===== config.mk =====
export PLATFORM = sky130hd
export DESIGN_NAME = brom_arbiter
export DESIGN_NICKNAME = d
export VERILOG_FILES = /design/src/rtl/brom_arbiter.sv
export SDC_FILE = /design/constraint.sdc
export NUM_CORES = 1
export LEC_CHECK = 0
export ABC_AREA = 1
export BUFFER_PORTS_ARGS = -buffer_cell sky130_fd_sc_hd__clkbuf_2
export CORE_MARGIN = 2
export CORE_UTILIZATION = 49
export DETAILED_ROUTE_END_ITERATION = 10
export PLACE_DENSITY_LB_ADDON = 0.08
export SETUP_SLACK_MARGIN = 0.1
export SYNTH_ARGS = -nofsm -noshare
export SYNTH_HDL_FRONTEND = slang
export SYNTH_SLANG_ARGS = --single-unit

===== constraint.sdc =====
create_clock -name i_clock -period 3.4 [get_ports i_clock]
set_input_delay 0.34 -clock i_clock [delete_from_list [all_inputs] [get_ports i_clock]]
set_output_delay 0.34 -clock i_clock [all_outputs]
set_load 0.1 [all_outputs]

===== src/rtl/brom_arbiter.sv =====
`default_nettype none
// -----------------------------------------------------------------------------
// brom_arbiter: round-robin two-port boot ROM arbiter with alignment, range
//               and response-timeout faulting.            Revision: 1.0
// -----------------------------------------------------------------------------
module brom_arbiter #(
  parameter int ROM_WORDS = 401,
  parameter int TIMEOUT   = 15
) (
  input  logic        i_clock,
  input  logic        i_reset_n,
  input  logic        i_p0_request,
  input  logic [31:0] i_p0_address,
  output logic [31:0] o_p0_rdata,
  output logic        o_p0_ready,
  output logic        o_p0_fault,
  input  logic        i_p1_request,
  input  logic [31:0] i_p1_address,
  output logic [31:0] o_p1_rdata,
  output logic        o_p1_ready,
  output logic        o_p1_fault,
  output logic        o_brom_request,
  output logic [31:0] o_brom_address,
  input  logic [31:0] i_brom_rdata,
  input  logic        i_brom_ready
);

  localparam int               CNT_W     = (TIMEOUT > 1) ? $clog2(TIMEOUT) : 1;
  localparam logic [CNT_W-1:0] CNT_LAST  = CNT_W'(TIMEOUT - 1);
  localparam logic [31:0]      ROM_LIMIT = 32'(ROM_WORDS);

  typedef enum logic [1:0] {
    S_IDLE  = 2'd0,
    S_ISSUE = 2'd1,
    S_WAIT  = 2'd2
  } state_t;

  state_t           state_q, state_d;
  logic             last_q, last_d;
  logic             port_q, port_d;
  logic [CNT_W-1:0] cnt_q, cnt_d;
  logic             brom_req_q, brom_req_d;
  logic [31:0]      brom_addr_q, brom_addr_d;
  logic [1:0]       ready_q, ready_d;
  logic [1:0]       fault_q, fault_d;
  logic [1:0][31:0] rdata_q, rdata_d;

  logic [1:0]  req;
  logic [1:0]  elig;
  logic        gnt;
  logic [31:0] gnt_addr;
  logic        gnt_bad;

  // A port whose ready is showing this cycle is still holding the old request.
  assign req      = {i_p1_request, i_p0_request};
  assign elig     = req & ~ready_q;
  assign gnt      = (elig == 2'b11) ? ~last_q : elig[1];
  assign gnt_addr = gnt ? i_p1_address : i_p0_address;
  assign gnt_bad  = (gnt_addr[1:0] != 2'b00) || ({2'b00, gnt_addr[31:2]} >= ROM_LIMIT);

  always_comb begin
    state_d     = state_q;
    last_d      = last_q;
    port_d      = port_q;
    cnt_d       = cnt_q;
    brom_req_d  = 1'b0;
    brom_addr_d = brom_addr_q;
    ready_d     = 2'b00;
    fault_d     = 2'b00;
    rdata_d     = '0;
    case (state_q)
      S_IDLE: begin
        if (elig != 2'b00) begin
          last_d = gnt;
          port_d = gnt;
          if (gnt_bad) begin
            ready_d[gnt] = 1'b1;
            fault_d[gnt] = 1'b1;
          end else begin
            state_d     = S_ISSUE;
            brom_req_d  = 1'b1;
            brom_addr_d = gnt_addr;
          end
        end
      end
      S_ISSUE: begin
        state_d = S_WAIT;
        cnt_d   = '0;
      end
      S_WAIT: begin
        if (i_brom_ready) begin
          state_d          = S_IDLE;
          ready_d[port_q]  = 1'b1;
          rdata_d[port_q]  = i_brom_rdata;
        end else if (cnt_q == CNT_LAST) begin
          state_d          = S_IDLE;
          ready_d[port_q]  = 1'b1;
          fault_d[port_q]  = 1'b1;
        end else begin
          cnt_d = cnt_q + CNT_W'(1);
        end
      end
      default: state_d = S_IDLE;
    endcase
  end

  always_ff @(posedge i_clock) begin
    if (!i_reset_n) begin
      state_q     <= S_IDLE;
      last_q      <= 1'b1;
      port_q      <= 1'b0;
      cnt_q       <= '0;
      brom_req_q  <= 1'b0;
      brom_addr_q <= '0;
      ready_q     <= 2'b00;
      fault_q     <= 2'b00;
      rdata_q     <= '0;
    end else begin
      state_q     <= state_d;
      last_q      <= last_d;
      port_q      <= port_d;
      cnt_q       <= cnt_d;
      brom_req_q  <= brom_req_d;
      brom_addr_q <= brom_addr_d;
      ready_q     <= ready_d;
      fault_q     <= fault_d;
      rdata_q     <= rdata_d;
    end
  end

  assign o_p0_rdata     = rdata_q[0];
  assign o_p0_ready     = ready_q[0];
  assign o_p0_fault     = fault_q[0];
  assign o_p1_rdata     = rdata_q[1];
  assign o_p1_ready     = ready_q[1];
  assign o_p1_fault     = fault_q[1];
  assign o_brom_request = brom_req_q;
  assign o_brom_address = brom_addr_q;

endmodule
`default_nettype wire

Word-level counts from Yosys, hierarchy flattened
Index checks and enable logic that the tools add are counted.
Storage, ports and cells
  input port bits: 101
  register bits after elaboration: 109
  logic and storage cells: 67
Cells by class
  eq/ne operators: 9
  order comparisons: 5
  bitwise operators: 5
  reduce and logical (&&, ||, !) cells: 13
  multiplexer cells: 24
  add/sub/neg operators: 1
Operators by type and width (number)
  64-bit AND: 1
  32-bit 2-to-1 mux: 2
  32-bit demux with 1-bit select: 1
  30-bit by 9-bit >= comparator with 1-bit output (second input constant): 1
  2-bit 2-to-1 mux: 9
  3-bit AND reduction: 5
  4-bit 2-to-1 mux: 2
  2-bit inequality test (second input constant): 4
  2-bit case mux with 2 select lines: 2
  4-bit case mux with 2 select lines: 1
  2-bit case mux with 3 select lines: 1
  2-bit nonzero test: 3
  4-bit by 1-bit adder with 4-bit output (second input constant): 1
  2-bit == test (second input constant): 2
  4-bit == test (second input constant): 1
  1-bit by 2-bit less-than comparator with 1-bit output (second input constant): 2
  1-bit 2-to-1 mux: 4
  3-bit inequality test (second input constant): 1
  2-bit AND: 1
  1-bit demux with 1-bit select: 2
  2-bit by 1-bit == test with 1-bit output (second input constant): 1
  1-bit >= comparator (second input constant): 2
  1-bit logical AND: 2
  2-bit zero test: 1
  other kinds (4): 5

Depth between registers and ports, before layout
Gate-level depths: netlist (run 1).
  depth after elaboration: 11
  mapped depth: 17
  depth with buffers taken out: 15

Least setup slack after synthesis (run 1)
OpenSTA, ideal clock, no wires.
  path kind: register -> register
  from: register ready_q[0]
  to: register brom_addr_q[13], in the netlist o_brom_address[13]
  setup time: 0.112 ns
  path buffers: 3
  path slack: 0.805 ns
  cell stages (with the launch flop): 15
  arrival time: 2.483 ns
  data required time: 3.288 ns
  cell sequence: dfxtp_1 inv_1 nand3_2 nand2_2 buf_6 o21ai_1 nor2_1 nand2_1 nand3_1 nor2_4 nand3_2 buf_6 buf_8 nand3_2 inv_2
Between the ends
  longest elaborated chain between the ends: 9
  elaborated cells on any way between the ends: 11
  those cells by class: order compare: 1; eq/ne: 1; mux: 2; bitwise: 3; reduce/logical: 4
Ends and longest elaborated chain
  start: declaration: line 44  | logic [1:0] ready_q, ready_d;
  start signal: assignment: line 125  | ready_q <= ready_d;
  2-bit NOT *: line 56  | assign elig = req & ~ready_q;
  2-bit AND *: line 56
  2-bit == test: line 57  | assign gnt = (elig == 2'b11) ? ~last_q : elig[1];
  1-bit 2-to-1 mux: line 57
  32-bit 2-to-1 mux: line 58  | assign gnt_addr = gnt ? i_p1_address : i_p0_address;
  30-bit by 9-bit >= comparator with 1-bit output or 2-bit nonzero test (tied branches): line 59  | assign gnt_bad = (gnt_addr[1:0] != 2'b00) || ({2'b00, gnt_addr[31:2]} >= ROM_LIMIT);
  1-bit logical OR: line 59
  1-bit NOT (no source line)
  3-bit AND reduction (no source line)
  end signal: assignment: line 124  | brom_addr_q <= brom_addr_d;
  end: declaration: line 43  | logic [31:0] brom_addr_q, brom_addr_d;
Mark *: on every way between the ends. The rest lies on a longest branch, timed or not.
A chain may end at the register's enable or synchronous reset.

Worst setup path in the final report (run 1)
  from: register ready_q[0]
  to: register brom_addr_q[6], in the netlist o_brom_address[6]
The elaborated chain is that of the path after synthesis.

==> reports/metrics.cfg, run 1 <==
[layout]
finalNonFillerCells=844
area_growth_pct=29.4
antennaDiodeCount=0
drive_gt1_frac=0.359
nets=837
fin_util=0.656

[power]
peakVddDrop_v=0.000325
leakagePower_uw=0.00310
power.density_nw_per_um2=430
p_total_uw=2330

[min_path]
min_path_type=input port to register

[yosys]
synth-seq-cells=109
synth_common_cells=dfxtp_1, nand2_1, inv_1, nor2_1, nor3_1
yosysUniqueCellTypes=26
postSynthAreaPerCell_um2=7.71
yosysTopAreaCell=dfxtp_1
syn_nets=646
synth_edf_count=0
yosysSeqAreaShare=0.521
netlist_area_um2=4190
synth-main-ff-cell=dfxtp_1
synthCells=543
synth_area_leaders=dfxtp_1, nand2_1, inv_1, nor2_1, nand3_2
synthArstFlopShare=0
yosysWarningCount=0
synth_top_area_frac=0.521

[placed_design]
place_inst=828
numPortBuffers=201
gp_congestion=0.800
hpwl_um=7420

[sta]
setup_violations=0
hold_violations=0
skew_ns=0.0132
rsz0062_at_grt=false
drv_slew=0
fin_crit_sh=0.761
tightest_slew_ns=1.10
tns_ns=0
finalCriticalPeriod_ns=2.59
max_freq_mhz=386
relSlewSlack=0.266
hold-worst-slack_ns=0.188

[global_route]
grt_pass1_vias=3690
antenna_found_initial=0
grt_max_degree=39
grt_overflow=0
grt_pass1_wl_um=15500
grt_usage=0.213

[critical_path]
crit_family=simple AND/OR/NAND/NOR gates
path_common_cell=nand2_1
crit_path_start_kind=register
cp-end-kind=register
cpPeakStageDelay_ns=0.33
cp.buffers_inverters=4
criticalPathCategory=register to register
cp.arrival_ns=2.88
cp_data_required_time_ns=3.69
crit_fanout=38
slowest_stage=dfxtp_1
cp_cell_sequence=inv_1 > nand3_2 > buf_4 > nand2_2 > buf_4 > nand2_1 > nand2_1 > nand2_1 > nor2_1 > nand3_1 > nor2_4 > nand3_2 > buf_4 > nand2_1 > nand2_1 > nor2_1

[clocking]
cts_root_buffer=clkbuf_8
clock-sinks=109
worst_skew_pair.late_latency_ns=0.36
post_cts_resized=0
cts_hold_buf=0
cts_made_buffers=9
htreeDepth=3
clk_pin_slew_ns=0.11
cts_tree=done
postCtsSetupRepairBufs=0
clockBufferDepth=2

[floorplanning]
dieArea_um2=9300
fp.dieW_um=96.4
row_count=33
die_h_um=96.4
start_util=0.507
io_pins=202
core-area_um2=8260

[routing]
dr_total_vias=3920
drt_wl_total_um=9950
post-route-drc-count=0
first_pass_iters=4
drtIter0Drc=104
wl_per_cell_um=11.8
viasPerCell=4.64
ant_nets=0

[run_status]
outcome=complete, no violations

[job]
cap_violations=0

==> tightest hold or removal path, cell delays in order <==
cell and delay (ns):
clkbuf_2 0.08, inv_1 0.06, nor2_1 0.04
==> logic make-up after synthesis <==
group / count (synthesis) / share of synthesized area
XOR/XNOR: 1 / 0.00209
adder cells (fa/ha/maj): 2 / 0.00597
buffers and inverters: 135 / 0.135
flip-flops: 109 / 0.521
AND/OR/NAND/NOR: 276 / 0.312
AO/OA/AOI/OAI: 20 / 0.0239
==> through the flow <==
stage | setup WS [ns] | area, µm²
detailed placement | 0.763 | 5210
CTS | 0.806 | 5420
global placement | 0.895 | 5210
floorplan | 0.805 | 4190
global route | 0.491 | 5420
finish | 0.811 | 5420
==> cell type report <==
type / instances / area [µm²]
clock buffer: 10 / 128
clock inverter: 6 / 78.8
fill: 768 / 2840
inverter: 108 / 405
multi-input combinational: 299 / 1440
sequential: 109 / 2180
tap: 105 / 131
timing repair buffer: 207 / 1050
==> cells in the final DEF (no fill, tap or decap) <==
| master | n |
|---|---|
| clkinv_4 | 2 |
| inv_2 | 18 |
| dfxtp_1 | 109 |
| ha_1 | 2 |
| nand2_1 | 109 |
| inv_8 | 2 |
| a21oi_1 | 10 |
| bufinv_16 | 1 |
| nand3_1 | 24 |
| nand4_1 | 5 |
| nand3b_1 | 9 |
| nor2_4 | 2 |
| nor2_2 | 2 |
| o21ai_1 | 6 |
| and3_1 | 1 |
| nor2_1 | 68 |
| nand3_2 | 20 |
| clkbuf_8 | 9 |
| nand2_2 | 1 |
| inv_1 | 90 |
| buf_4 | 6 |
| xnor2_1 | 1 |
| nor3_1 | 34 |
| clkbuf_1 | 1 |
| inv_6 | 1 |
| nor4_1 | 1 |
| clkbuf_2 | 201 |
| o21ai_0 | 4 |
==> sequential cells by signal, summed over array words and instances, names as in the netlist, 2 cells and up <==
signal / cells
cnt_q: 4
o_p1_rdata: 32
o_brom_address: 32
fault_q: 2
state_q: 2
o_p0_rdata: 32
ready_q: 2
==> worst paths after layout <==
kind / slack (ns) / endpoint / cells after the start / from
max: 0.81 / o_brom_address[6] / 16 / ready_q[0]
max reg2reg: 0.81 / o_brom_address[6] / 16 / ready_q[0]
min reg2reg: 0.46 / o_brom_address[27] / 2 / o_brom_address[27]
min: 0.19 / o_p1_rdata[13] / 3 / i_brom_rdata[13]
==> power by group <==
| group | internal (µW) | switching, µW |
|---|---|---|
| clock network | 357 | 441 |
| logic | 90.6 | 158 |
| registers | 1280 | 2.94 |
==> per-layer routing <==
metal  track usage  part of all wire  vias up
met5             0                 0        -
met2         0.370              0.48      145
met4        0.0622             0.011        0
met3         0.100              0.11       12
met1         0.231              0.40     1752
li1              -                 -     2011
(Power assumes the default switching activity.)
==> run 2: changes to the inputs <==
--- a/config.mk
+++ b/config.mk
@@ -5,10 +5,10 @@
 export SDC_FILE = /design/constraint.sdc
 export NUM_CORES = 1
 export LEC_CHECK = 0
-export ABC_AREA = 1
+export ABC_AREA = 0
 export BUFFER_PORTS_ARGS = -buffer_cell sky130_fd_sc_hd__clkbuf_2
 export CORE_MARGIN = 2
-export CORE_UTILIZATION = 49
+export CORE_UTILIZATION = 39
 export DETAILED_ROUTE_END_ITERATION = 10
 export PLACE_DENSITY_LB_ADDON = 0.08
 export SETUP_SLACK_MARGIN = 0.1
==> constraint.sdc (replaced) <==
create_clock -name i_clock -period 2.1 [get_ports i_clock]
set_input_delay 0.21 -clock i_clock [delete_from_list [all_inputs] [get_ports i_clock]]
set_output_delay 0.21 -clock i_clock [all_outputs]
set_load 0.1 [all_outputs]
==> run 2 against run 1 <==
Net effect: worst setup slack lost 0.62 ns; flip-flop and latch count unchanged; critical path depth shrank 10; clock skew down 0.0077 ns; global-route usage down 3.4 points; clock power is 48% higher; design area down 8.4%; maximum frequency is 36% higher; first-iteration DRC count is 5.8% lower; critical endpoint is now o_brom_address[9].
==> reports/metrics.cfg, run 2 <==
[floorplanning]
start_util=0.398
dieArea_um2=10100
io_pins=202
core-area_um2=9150
row_count=35
die_h_um=101
fp.dieW_um=101

[clocking]
clock-sinks=109
cts_hold_buf=0
cts_root_buffer=clkbuf_8
clockBufferDepth=2
cts_tree=done
cts_made_buffers=9
worst_skew_pair.late_latency_ns=0.37
htreeDepth=3
clk_pin_slew_ns=0.11

[critical_path]
cp-end-kind=register
cpPeakStageDelay_ns=0.38
crit_fanout=12
slowest_stage=or3b_1
crit_start=ready_q[1]
cp.buffers_inverters=1
criticalPathCategory=register to register
worst-r2r-setup-slack_ns=0.19
cp.arrival_ns=2.17
crit_family=compound AO/OA/AOI/OAI gates
r2r_end=o_brom_address[9]
r2r_start=ready_q[1]
cp_cell_sequence=or3b_1 > a2111oi_2 > a31oi_1 > buf_4 > and3_4 > o221a_2
cp_data_required_time_ns=2.36
worstRegToRegCells=6
crit_path_start_kind=register

[yosys]
yosys.cell_count.top_type=dfxtp_1
synthArstFlopShare=0
synth-main-ff-cell=dfxtp_1
synth_edf_count=0
synth_common_cells=dfxtp_1, and3_1, and2_1, clkbuf_1, nor4_1
postSynthAreaPerCell_um2=10.9
synth_top_area_frac=0.600
yosysUniqueCellTypes=47
synthCells=335
syn_nets=438
netlist_area_um2=3640
synth-seq-cells=109
yosysTopAreaCell=dfxtp_1
yosysWarningCount=0
synth_area_leaders=dfxtp_1, and3_1, and2_1, clkbuf_1, mux2i_1
yosysSeqAreaShare=0.600

[sta]
setup_violations=0
rsz0062_at_grt=true
skew_ns=0.00547
max_freq_mhz=525
setup_slack_ns=0.194
tightest_slew_ns=0.566
tns_ns=0
hold_violations=0
drv_slew=0
relSlewSlack=0.623
finalCriticalPeriod_ns=1.91
fin_crit_sh=0.908

[power]
p_total_uw=3540
power.density_nw_per_um2=713
leakagePower_uw=0.00262
peakVddDrop_v=0.000294

[placed_design]
place_ws_ns=0.0211
gp_congestion=0.797
hpwl_um=6670
numPortBuffers=201
place_inst=630

[layout]
fill_cells=858
nets=636
antennaDiodeCount=0
final_cell_mix=clkbuf_2, dfxtp_1, and3_1, and2_1
finalNonFillerCells=649
fin_util=0.542
area_growth_pct=36.3
drive_gt1_frac=0.452
final_common_cell=clkbuf_2

[routing]
dr_total_vias=3185
first_pass_iters=4
viasPerCell=4.91
wl_per_cell_um=14.2
post-route-drc-count=0
ant_nets=0
drtIter0Drc=98
drt_wl_total_um=9220

[run_status]
outcome=complete, no violations

[min_path]
min_path_type=input port to register
whs_endpoint=o_p0_rdata[26]
holdPathStages=2
worstHoldStart=i_brom_rdata[26]

[job]
cap_violations=0

[global_route]
grt_pass1_wl_um=14200
grt_usage=0.179
grt_overflow=0
antenna_found_initial=0
grt_max_degree=68
grt_pass1_vias=2920

[run 2: cell count changes after synthesis, moves of 18 or more]
| cell | delta |
|---|---|
| and3_1 | +64 |
| nand3_2 | -20 |
| nor3_1 | -30 |
| nand2_1 | -101 |
| and2_1 | +26 |
| nand3_1 | -21 |
| nor2_1 | -58 |
| inv_2 | -18 |
| inv_1 | -86 |
[run 2: logic make-up (layout without fill, tap and decap cells)]
family                   Yosys count  after routing  synth area share
flip-flops                       109            109             0.600
adder cells (fa/ha/maj)            2              2           0.00688
AO/OA/AOI/OAI                     44             45            0.0966
buffers and inverters             29            231            0.0361
multiplexers                       9              9            0.0254
AND/OR/NAND/NOR                  142            142             0.235
[run 2: timing repair]
item | CTS | global route
endpoints found under the setup margin | 23 | 36
buffers inserted | 0 | 2
pin swaps | 1 | 1
hold endpoints to repair | 0 | 0
gates resized for setup | 1 | 2
cloned | 1 | 0
[run 2: how the worst max path moves through the flow]
stage	endpoint	slack, ns	cells after the start
2_1_floorplan	o_brom_address[10]	0.10	5
3_3_place_gp	o_brom_address[25]	0.1	6
3_5_place_dp	o_brom_address[16]	0.02	6
4_1_cts	o_brom_address[9]	0.10	6
5_1_grt	o_brom_address[9]	0.09	6
6_report	o_brom_address[9]	0.19	6
[run 2: where the power goes]
group	internal, µW	switching [µW]	leakage [µW]
Sequential	2080	6.79	0.000880
Clock	451	727	0.0000963
Combinational	115	164	0.00165
Total	2640	898	0.00262
[run 2: area by class of cell]
cell class / instances / area, µm² / share of cell area
multi-input cells: 198 / 1360 / 0.274
clock buffers: 9 / 124 / 0.0250
repair buffers: 211 / 1080 / 0.218
clock inverters: 7 / 56.3 / 0.0113
inverters: 4 / 15.0 / 0.00303
flip-flops and latches: 109 / 2190 / 0.441
well taps: 111 / 139 / 0.0280
[run 2: worst reg2reg max path, stage by stage, from the launching register on]
cell,delay (ns)
dfxtp_4,0.36
or3b_1,0.38
a2111oi_2,0.29
a31oi_1,0.07
buf_4,0.20
and3_4,0.24
o221a_2,0.27
[run 2: routing by layer]
layer	wire length [µm]	vias up	track usage	share of wire
li1	-	1595	-	-
met4	131	0	0.0790	0.014
met3	608	11	0.0395	0.066
met1	3980	1458	0.220	0.43
met5	0	-	0	0
met2	4510	121	0.299	0.49
[run 2: through the flow]
stage / cell area, µm² / hold WS, ns
after global placement: 4740 / 0.443
after global routing: 4960 / 0.0676
after floorplan: 3640 / 0.363
final: 4960 / 0.0739
after CTS: 4940 / 0.0630
after detailed placement: 4740 / 0.443
